File: config.mk
export PLATFORM = sky130hd
export DESIGN_NAME = gpu_line_engine
export DESIGN_NICKNAME = d
export VERILOG_FILES = /design/src/rtl/gpu_line_engine.sv
export SDC_FILE = /design/constraint.sdc
export NUM_CORES = 1
export LEC_CHECK = 0
export BUFFER_PORTS_ARGS = -buffer_cell sky130_fd_sc_hd__clkbuf_2
export CAP_MARGIN = 5
export CORE_MARGIN = 2
export CORE_UTILIZATION = 35
export CTS_BUF_LIST = sky130_fd_sc_hd__clkbuf_8
export CTS_CLUSTER_DIAMETER = 30
export DETAILED_ROUTE_END_ITERATION = 7
export HOLD_SLACK_MARGIN = 0.05
export PLACE_DENSITY_LB_ADDON = 0.1
export RECOVER_POWER = 25
export SETUP_SLACK_MARGIN = 0.02
export SYNTH_ARGS = -nofsm -noshare
export SYNTH_HDL_FRONTEND = slang
export SYNTH_SLANG_ARGS = --single-unit
File: constraint.sdc
create_clock -name clk -period 6 [get_ports clk]
set_clock_uncertainty 0.05 [all_clocks]
set_input_delay 1.5 -clock clk [delete_from_list [all_inputs] [get_ports clk]]
set_output_delay 1.5 -clock clk [all_outputs]
set_load 0.05 [all_outputs]
File: src/rtl/gpu_line_engine.sv
// Bresenham line rasterizer: latches a line command from the controller, walks the line one
// point per cycle and emits pixels over a valid/ready handshake, then pulses finished_line_o.
// Optional macro LINE_CLIP_EN: points outside SCREEN_W x SCREEN_H are stepped silently.
module gpu_line_engine #(
  parameter int unsigned WIDTH_BITS   = 10,
  parameter int unsigned HEIGHT_BITS  = 9,
  parameter int unsigned CHANNEL_BITS = 8,
  parameter int unsigned SCREEN_W     = 640,
  parameter int unsigned SCREEN_H     = 480
) (
  input  logic                    clk,
  input  logic                    n_rst,
  input  logic                    run_line_i,
  input  logic [WIDTH_BITS-1:0]   x1_i,
  input  logic [HEIGHT_BITS-1:0]  y1_i,
  input  logic [WIDTH_BITS-1:0]   x2_i,
  input  logic [HEIGHT_BITS-1:0]  y2_i,
  input  logic [CHANNEL_BITS-1:0] r_i,
  input  logic [CHANNEL_BITS-1:0] g_i,
  input  logic [CHANNEL_BITS-1:0] b_i,
  input  logic                    px_ready_i,
  output logic                    px_valid_o,
  output logic [WIDTH_BITS-1:0]   px_x_o,
  output logic [HEIGHT_BITS-1:0]  px_y_o,
  output logic [CHANNEL_BITS-1:0] px_r_o,
  output logic [CHANNEL_BITS-1:0] px_g_o,
  output logic [CHANNEL_BITS-1:0] px_b_o,
  output logic                    finished_line_o,
  output logic                    busy_o
);

  // Error term width: one sign bit plus one guard bit over the widest coordinate.
  localparam int unsigned CW = ((WIDTH_BITS > HEIGHT_BITS) ? WIDTH_BITS : HEIGHT_BITS) + 2;

  typedef enum logic [2:0] {StIdle, StSetup, StDraw, StDone, StWaitLow} state_e;

  state_e                   state_q;
  logic [WIDTH_BITS-1:0]    x1_q, x2_q, cur_x_q;
  logic [HEIGHT_BITS-1:0]   y1_q, y2_q, cur_y_q;
  logic [CHANNEL_BITS-1:0]  r_q, g_q, b_q;
  logic signed [CW-1:0]     dx_q, dy_q, err_q;
  logic                     sx_neg_q, sy_neg_q;
  logic                     px_valid_q, finished_q;

  logic [CW-1:0]            dx_abs, dy_abs;
  logic signed [CW-1:0]     dy_s, err_s, err_nxt;
  logic signed [CW:0]       e2, dx_e, dy_e;
  logic                     step_x, step_y, at_end, advance;
  logic [WIDTH_BITS-1:0]    nxt_x;
  logic [HEIGHT_BITS-1:0]   nxt_y;
  logic                     cur_off, nxt_off, start_off;

  // Setup arithmetic from the latched endpoints.
  always_comb begin
    dx_abs = (x2_q > x1_q) ? CW'(x2_q - x1_q) : CW'(x1_q - x2_q);
    dy_abs = (y2_q > y1_q) ? CW'(y2_q - y1_q) : CW'(y1_q - y2_q);
    dy_s   = CW'(0) - dy_abs;
    err_s  = dx_abs + dy_s;
  end

  // One Bresenham step from the current point; both axes may move together.
  always_comb begin
    e2      = {err_q, 1'b0};
    dx_e    = {dx_q[CW-1], dx_q};
    dy_e    = {dy_q[CW-1], dy_q};
    step_x  = (e2 >= dy_e);
    step_y  = (e2 <= dx_e);
    err_nxt = err_q;
    nxt_x   = cur_x_q;
    nxt_y   = cur_y_q;
    if (step_x) begin
      err_nxt = err_nxt + dy_q;
      nxt_x   = sx_neg_q ? cur_x_q - WIDTH_BITS'(1) : cur_x_q + WIDTH_BITS'(1);
    end
    if (step_y) begin
      err_nxt = err_nxt + dx_q;
      nxt_y   = sy_neg_q ? cur_y_q - HEIGHT_BITS'(1) : cur_y_q + HEIGHT_BITS'(1);
    end
  end

`ifdef LINE_CLIP_EN
  assign cur_off   = (32'(cur_x_q) >= SCREEN_W) || (32'(cur_y_q) >= SCREEN_H);
  assign nxt_off   = (32'(nxt_x) >= SCREEN_W) || (32'(nxt_y) >= SCREEN_H);
  assign start_off = (32'(x1_q) >= SCREEN_W) || (32'(y1_q) >= SCREEN_H);
`else
  assign cur_off   = 1'b0;
  assign nxt_off   = 1'b0;
  assign start_off = 1'b0;
`endif

  assign at_end  = (cur_x_q == x2_q) && (cur_y_q == y2_q);
  // Off-screen points step without waiting for the writer.
  assign advance = (px_valid_q & px_ready_i) | cur_off;

  // Line FSM with registered datapath and outputs.
  always_ff @(posedge clk or negedge n_rst) begin
    if (!n_rst) begin
      state_q    <= StIdle;
      x1_q       <= '0;
      y1_q       <= '0;
      x2_q       <= '0;
      y2_q       <= '0;
      cur_x_q    <= '0;
      cur_y_q    <= '0;
      r_q        <= '0;
      g_q        <= '0;
      b_q        <= '0;
      dx_q       <= '0;
      dy_q       <= '0;
      err_q      <= '0;
      sx_neg_q   <= 1'b0;
      sy_neg_q   <= 1'b0;
      px_valid_q <= 1'b0;
      finished_q <= 1'b0;
    end else begin
      unique case (state_q)
        StIdle: begin
          finished_q <= 1'b0;
          if (run_line_i) begin
            x1_q    <= x1_i;
            y1_q    <= y1_i;
            x2_q    <= x2_i;
            y2_q    <= y2_i;
            r_q     <= r_i;
            g_q     <= g_i;
            b_q     <= b_i;
            state_q <= StSetup;
          end
        end
        StSetup: begin
          dx_q       <= dx_abs;
          dy_q       <= dy_s;
          err_q      <= err_s;
          sx_neg_q   <= !(x1_q < x2_q);
          sy_neg_q   <= !(y1_q < y2_q);
          cur_x_q    <= x1_q;
          cur_y_q    <= y1_q;
          px_valid_q <= ~start_off;
          state_q    <= StDraw;
        end
        StDraw: begin
          if (advance) begin
            if (at_end) begin
              px_valid_q <= 1'b0;
              finished_q <= 1'b1;
              state_q    <= StDone;
            end else begin
              cur_x_q    <= nxt_x;
              cur_y_q    <= nxt_y;
              err_q      <= err_nxt;
              px_valid_q <= ~nxt_off;
            end
          end
        end
        StDone: begin
          finished_q <= 1'b0;
          state_q    <= StWaitLow;
        end
        StWaitLow: begin
          if (!run_line_i) state_q <= StIdle;
        end
        default: state_q <= StIdle;
      endcase
    end
  end

  assign px_valid_o      = px_valid_q;
  assign px_x_o          = cur_x_q;
  assign px_y_o          = cur_y_q;
  assign px_r_o          = r_q;
  assign px_g_o          = g_q;
  assign px_b_o          = b_q;
  assign finished_line_o = finished_q;
  assign busy_o          = (state_q != StIdle);

endmodule

* Yosys cells after proc, flatten, opt, wreduce, memory -nomap -nowiden
Index checks and enable logic that the tools add are counted.
Storage, ports and cells: logic and storage cells 92, output and inout bits 46, input bits 66, flip-flop bits (word level) 124
Cells by class: $lt $le $gt $ge 6, multiplexer cells 28, $add $sub $neg 12, reduce and logical (&&, ||, !) cells 15, bitwise logic cells 1, equal/unequal tests 13
Operators by type and width (count):
- two-way mux 12 bit | 6
- two-way mux 10 bit | 4
- adder 12 bit | 3
- two-way mux 9 bit | 4
- one-hot mux 12 bit (2 select lines) | 1
- subtractor 10 x 10 -> 11 bit | 2
- one-hot mux 10 bit (2 select lines) | 1
- subtractor 9 x 9 -> 10 bit | 2
- one-hot mux 9 bit (2 select lines) | 1
- one-hot mux 3 bit (5 select lines) | 1
- inequality test 2 bit (second input constant) | 7
- >= comparator 13 x 12 -> 1 bit | 1
- <= comparator 13 x 12 -> 1 bit | 1
- two-way mux 3 bit | 4
- AND reduction 4 bit | 3
- subtractor 1 x 12 -> 12 bit (first input constant) | 1
- adder 10 x 1 -> 10 bit (second input constant) | 1
- equality test 10 bit | 1
- greater-than comparator 10 bit | 1
- less-than comparator 10 bit | 1
- subtractor 10 x 1 -> 10 bit (second input constant) | 1
- adder 9 x 1 -> 9 bit (second input constant) | 1
- equality test 9 bit | 1
- greater-than comparator 9 bit | 1
- 16 further kinds | 25

* Logic depth before layout (Yosys ltp)
word-level depth 7, depth in mapped cells 26, gate-level depth less buffers 25

* Least setup slack after synthesis
OpenSTA, ideal clock, no wires.
path type flip-flop to flip-flop, start register dy_q[1], end register err_q[11], required time 5880 ps, setup slack 1197 ps, arrival time 4684 ps, buffers on the path 0, period minus slack after synthesis 4803 ps, stages on the path, launching flop included 25, library setup time 70 ps, path through dfrtp_1 -> inv_1 -> ha_1 -> nor2b_1 -> o21a_1 -> o21a_1 -> o21a_1 -> o21a_1 -> o21ai_0 -> a21oi_1 -> o31ai_2 -> mux2i_1 -> ha_1 -> a21o_1 -> a21oi_1 -> o21bai_1 -> a211oi_1 -> o31ai_1 -> o41ai_1 -> xnor2_1 -> nand2_1 -> or4_1 -> nand2_1 -> nor3_1 -> nand3b_1
On the way: longest elaborated chain between the ends 7, elaborated cells on any way between the ends 8, classes of those cells add/sub (2); order compare (1); mux (5)
Ends and longest elaborated chain:
- start, declared | RTL line 41 | logic signed [CW-1:0] dx_q, dy_q, err_q;
- start signal, assigned | RTL line 132 | dy_q <= dy_s;
- adder 12 bit / >= comparator 13 x 12 -> 1 bit (equally long branches) | RTL line 72, 66
- two-way mux 12 bit (*) | RTL line 71 | if (step_x) begin
- adder 12 bit | RTL line 76 | err_nxt = err_nxt + dx_q;
- two-way mux 12 bit (*) | RTL line 75 | if (step_y) begin
- two-way mux 12 bit (*) | RTL line 143 | if (at_end) begin
- two-way mux 12 bit (*) | RTL line 142 | if (advance) begin
- one-hot mux 12 bit (2 select lines) (*) | RTL line 116 | unique case (state_q)
- end signal, assigned | RTL line 133 | err_q <= err_s;
- end signal, assigned | RTL line 150 | err_q <= err_nxt;
- end, declared | RTL line 41
Every way passes the cells marked *; elsewhere a longest branch is shown, timed or not. The select of a mux whose other input is x is not followed. A chain may end at the register's enable or synchronous reset.

* Worst setup path in the final report
Same ends and word-level chain as after synthesis.

==> results.md <==
- Run status: finished, violations left
- Failing checks: max-capacitance violations, max-slew violations
- Max FO, Critical Path: 5
- Total core area: 27,860 sq um
- Total GRT Usage: 18.89%
- Iter 0 DRT Violations: 362
- FF-to-FF Start: dy_q[1]
- Top-count cell post-synth: dfrtp_1
- Layout cells sized above 1: between 10% and 20%
- Vias in the first global route: between 8,000 and 9,000
- HPWL after DPL: 20,000 um
- Wire length per cell: ~16 um
- Worst path arrival time: 5.67 ns
- Layout area overhead: 13.77%
- Setup crit end kind: flop
- Syn Nets: around 1,300
- Die W: between 150 and 200 um
- Slew of the pin with the lowest slew margin: 2.454 ns
- Top-area cell type share of the netlist area: 30.99%
- Initial core utilization: between 30% and 40%
- Placer Congestion: 0.7961
- Avg Inst Size Synth: 8.789 sq um
- Worst Setup EP: err_q[11]
- MaxCap Viol Count: 1
- Seq cells post-synth: 123
- R2R cell count: 24
- Die area: 29,740 sq um
- Crit start category: flop
- Pre-Repair DR Iteration Count: 5
- Detail Route Antenna Nets: 0
- Post-CTS Setup Inserts: 0
- CTS tree: yes
- Inserted Diodes: 0
- DRC: 0
- Routed wl met2: 11,610 um
- Count of cell types in the netlist: 72
- Synth Flop Type: dfrtp_1
- Initial antenna violation count: 0
- Yosys warns: 0
- Final nets: approximately 1,400
- CTS Root Cell: clkbuf_8
- First-pass GRT wire length: 43,470 um
- RSZ-0062 raised after global routing: no
- Clk buf depth: 2
- CP startpoint: dy_q[1]
- Largest net degree at the start of global routing: around 100
- Sink Count: 123
- H-tree Lvls: 4
- Cts hold-fix bufs: 0
- Post-synth top cells: dfrtp_1 (123), nand2_1 (114), ha_1 (111), inv_1 (107), o21ai_0 (94)
- Worst min path class: flop to flop
- Num rows: 61
- Post-synth ARST share: 100.0%
- Worst hold start: dy_q[11]
- Total Wirelength: 26,560 um
- Overall die height: around 170 um
- Mapped Cells: roughly 1,100
- Highest Signal Layer: met4
- Tmin final: 5.341 ns
- Multi-input gate area: 6246 sq um
- # fillers: around 2,900
- Worst-Skew Late Latency: 0.45 ns
- Clock slew at reported path FFs: 0.10 ns
- Rel. slew slack: -63.60%
- Metal3 WL: between 800 and 900 um
- Worst path required time: 6.33 ns
- Buffers on Ports: about 110
- Max-slew violation count: 92
- RR Endpoint: err_q[11]
- Fin Setup TNS: 0 ns
- Final Hold Vio Count: 0
- Fmax: 187.2 MHz
- Number of synthesized flops with an enable pin: 0
- FF-to-FF setup slack: 0.66 ns
- Via Count: around 8,000
- Setup Viol. Count Final: 0
- Top cell type by total area after synthesis: dfrtp_1
- Ports: 112
- Sequential share of the synthesized area: 30.99%
- Final period util: 89.02%
- Critical path class: flop to flop
- Synth area leaders: dfrtp_1 (31%), ha_1 (14%), xnor2_1 (5.5%), o21ai_0 (4.7%), nand2_1 (4.3%)
- Cell area after synthesis: 9932 sq um
- Vias per std cell: 4.919
- Congestion Overflow GR: 0
- CTS Buf Count: 17
- Met1 Wirelength: 13,890 um
- Reg area: a little over 3000 sq um
- Post_cts resized: 0
-- kinds of logic after synthesis --
group / count (synthesis) / share of synthesized area [%]
multiplexers: 58 / 6.337
flip-flops: 123 / 30.99
adder cells (fa/ha/maj): 120 / 15.80
AO/OA/AOI/OAI: 298 / 18.56
XOR/XNOR: 88 / 8.063
AND/OR/NAND/NOR: 292 / 14.08
buffers and inverters: 151 / 6.173
-- through the flow --
step | std cells | setup slack (ns) | hold slack, ns | instance area [sq um] | utilization [%]
global placement | 1584 | 0.7767 | 0.4199 | 10840 | 38.91
finish | 1616 | 0.6590 | 0.4600 | 11300 | 40.56
detailed placement | 1584 | 0.6666 | 0.4406 | 10840 | 38.91
floorplan | 1130 | 1.197 | 0.3998 | 9932 | -
CTS | 1616 | 0.6153 | 0.4594 | 11310 | 40.60
global route | 1616 | 0.2252 | 0.4805 | 11300 | 40.56
-- registers in the layout, indices dropped and copies added (netlist names) --
signal,count
sx_neg_q,1
sy_neg_q,1
x2_q,10
px_r_o,8
y1_q,9
err_q,12
px_x_o,10
x1_q,10
px_b_o,8
px_y_o,9
px_valid_o,1
finished_line_o,1
px_g_o,8
dx_q,11
state_q,3
y2_q,9
dy_q,12
-- routing by layer --
layer,up-vias,track usage (%)
met4,0,3.946
met1,3726,28.19
li1,4076,-
met3,12,2.106
met2,135,29.34
met5,-,0
-- critical path: stages, from the launching register on --
cell	delay (ns)
dfrtp_1	0.39
inv_1	0.12
ha_1	0.24
nor2b_1	0.13
o21a_1	0.17
o21a_1	0.16
o21a_1	0.16
o21a_1	0.16
o21ai_0	0.14
a21oi_1	0.10
o31ai_2	0.43
mux2i_1	0.39
ha_1	0.29
a21o_1	0.15
a21oi_1	0.23
o21bai_1	0.12
a211oi_1	0.34
o31ai_1	0.17
o41ai_1	0.33
xnor2_1	0.16
nand2_1	0.11
or4_1	0.51
nand2_1	0.08
nor3_1	0.04
nand3b_1	0.08
-- cell type report --
class	count	area share [%]
multi-input cells	856	55.28
clock buffers	17	2.071
well taps	378	4.186
clock inverters	15	2.082
flip-flops and latches	123	27.24
repair buffers	120	5.592
inverters	107	3.554
-- worst min path at each step --
stage                           end  cells past startpoint
final                      dy_q[11]                      2
after global routing      px_b_o[3]                      1
after CTS                  dy_q[11]                      2
after detailed placement   dy_q[11]                      2
after global placement     dy_q[11]                      2
after floorplan            dy_q[11]                      2
-- placed cells by master, fill, tap and decap left out, types with 7 or more instances in the layout --
| cell type | count |
|---|---|
| inv_1 | 108 |
| a31oi_1 | 12 |
| mux2i_1 | 22 |
| nor2b_1 | 11 |
| buf_4 | 7 |
| fa_1 | 9 |
| dfrtp_1 | 123 |
| clkbuf_2 | 111 |
| xor2_1 | 22 |
| nand2_1 | 114 |
| o211ai_1 | 10 |
| nor2_1 | 76 |
| a21oi_1 | 78 |
| nand2b_1 | 13 |
| o31ai_1 | 7 |
| nand4_1 | 15 |
| a21o_1 | 25 |
| o21bai_1 | 19 |
| o21ai_0 | 94 |
| nand3_1 | 16 |
| mux2_2 | 34 |
| o21a_1 | 7 |
| xnor2_1 | 62 |
| clkbuf_8 | 17 |
| and2_1 | 7 |
| ha_1 | 111 |
Power is not shown: default switching activity piles up to over one toggle a cycle in this logic, so the estimate is an artifact.
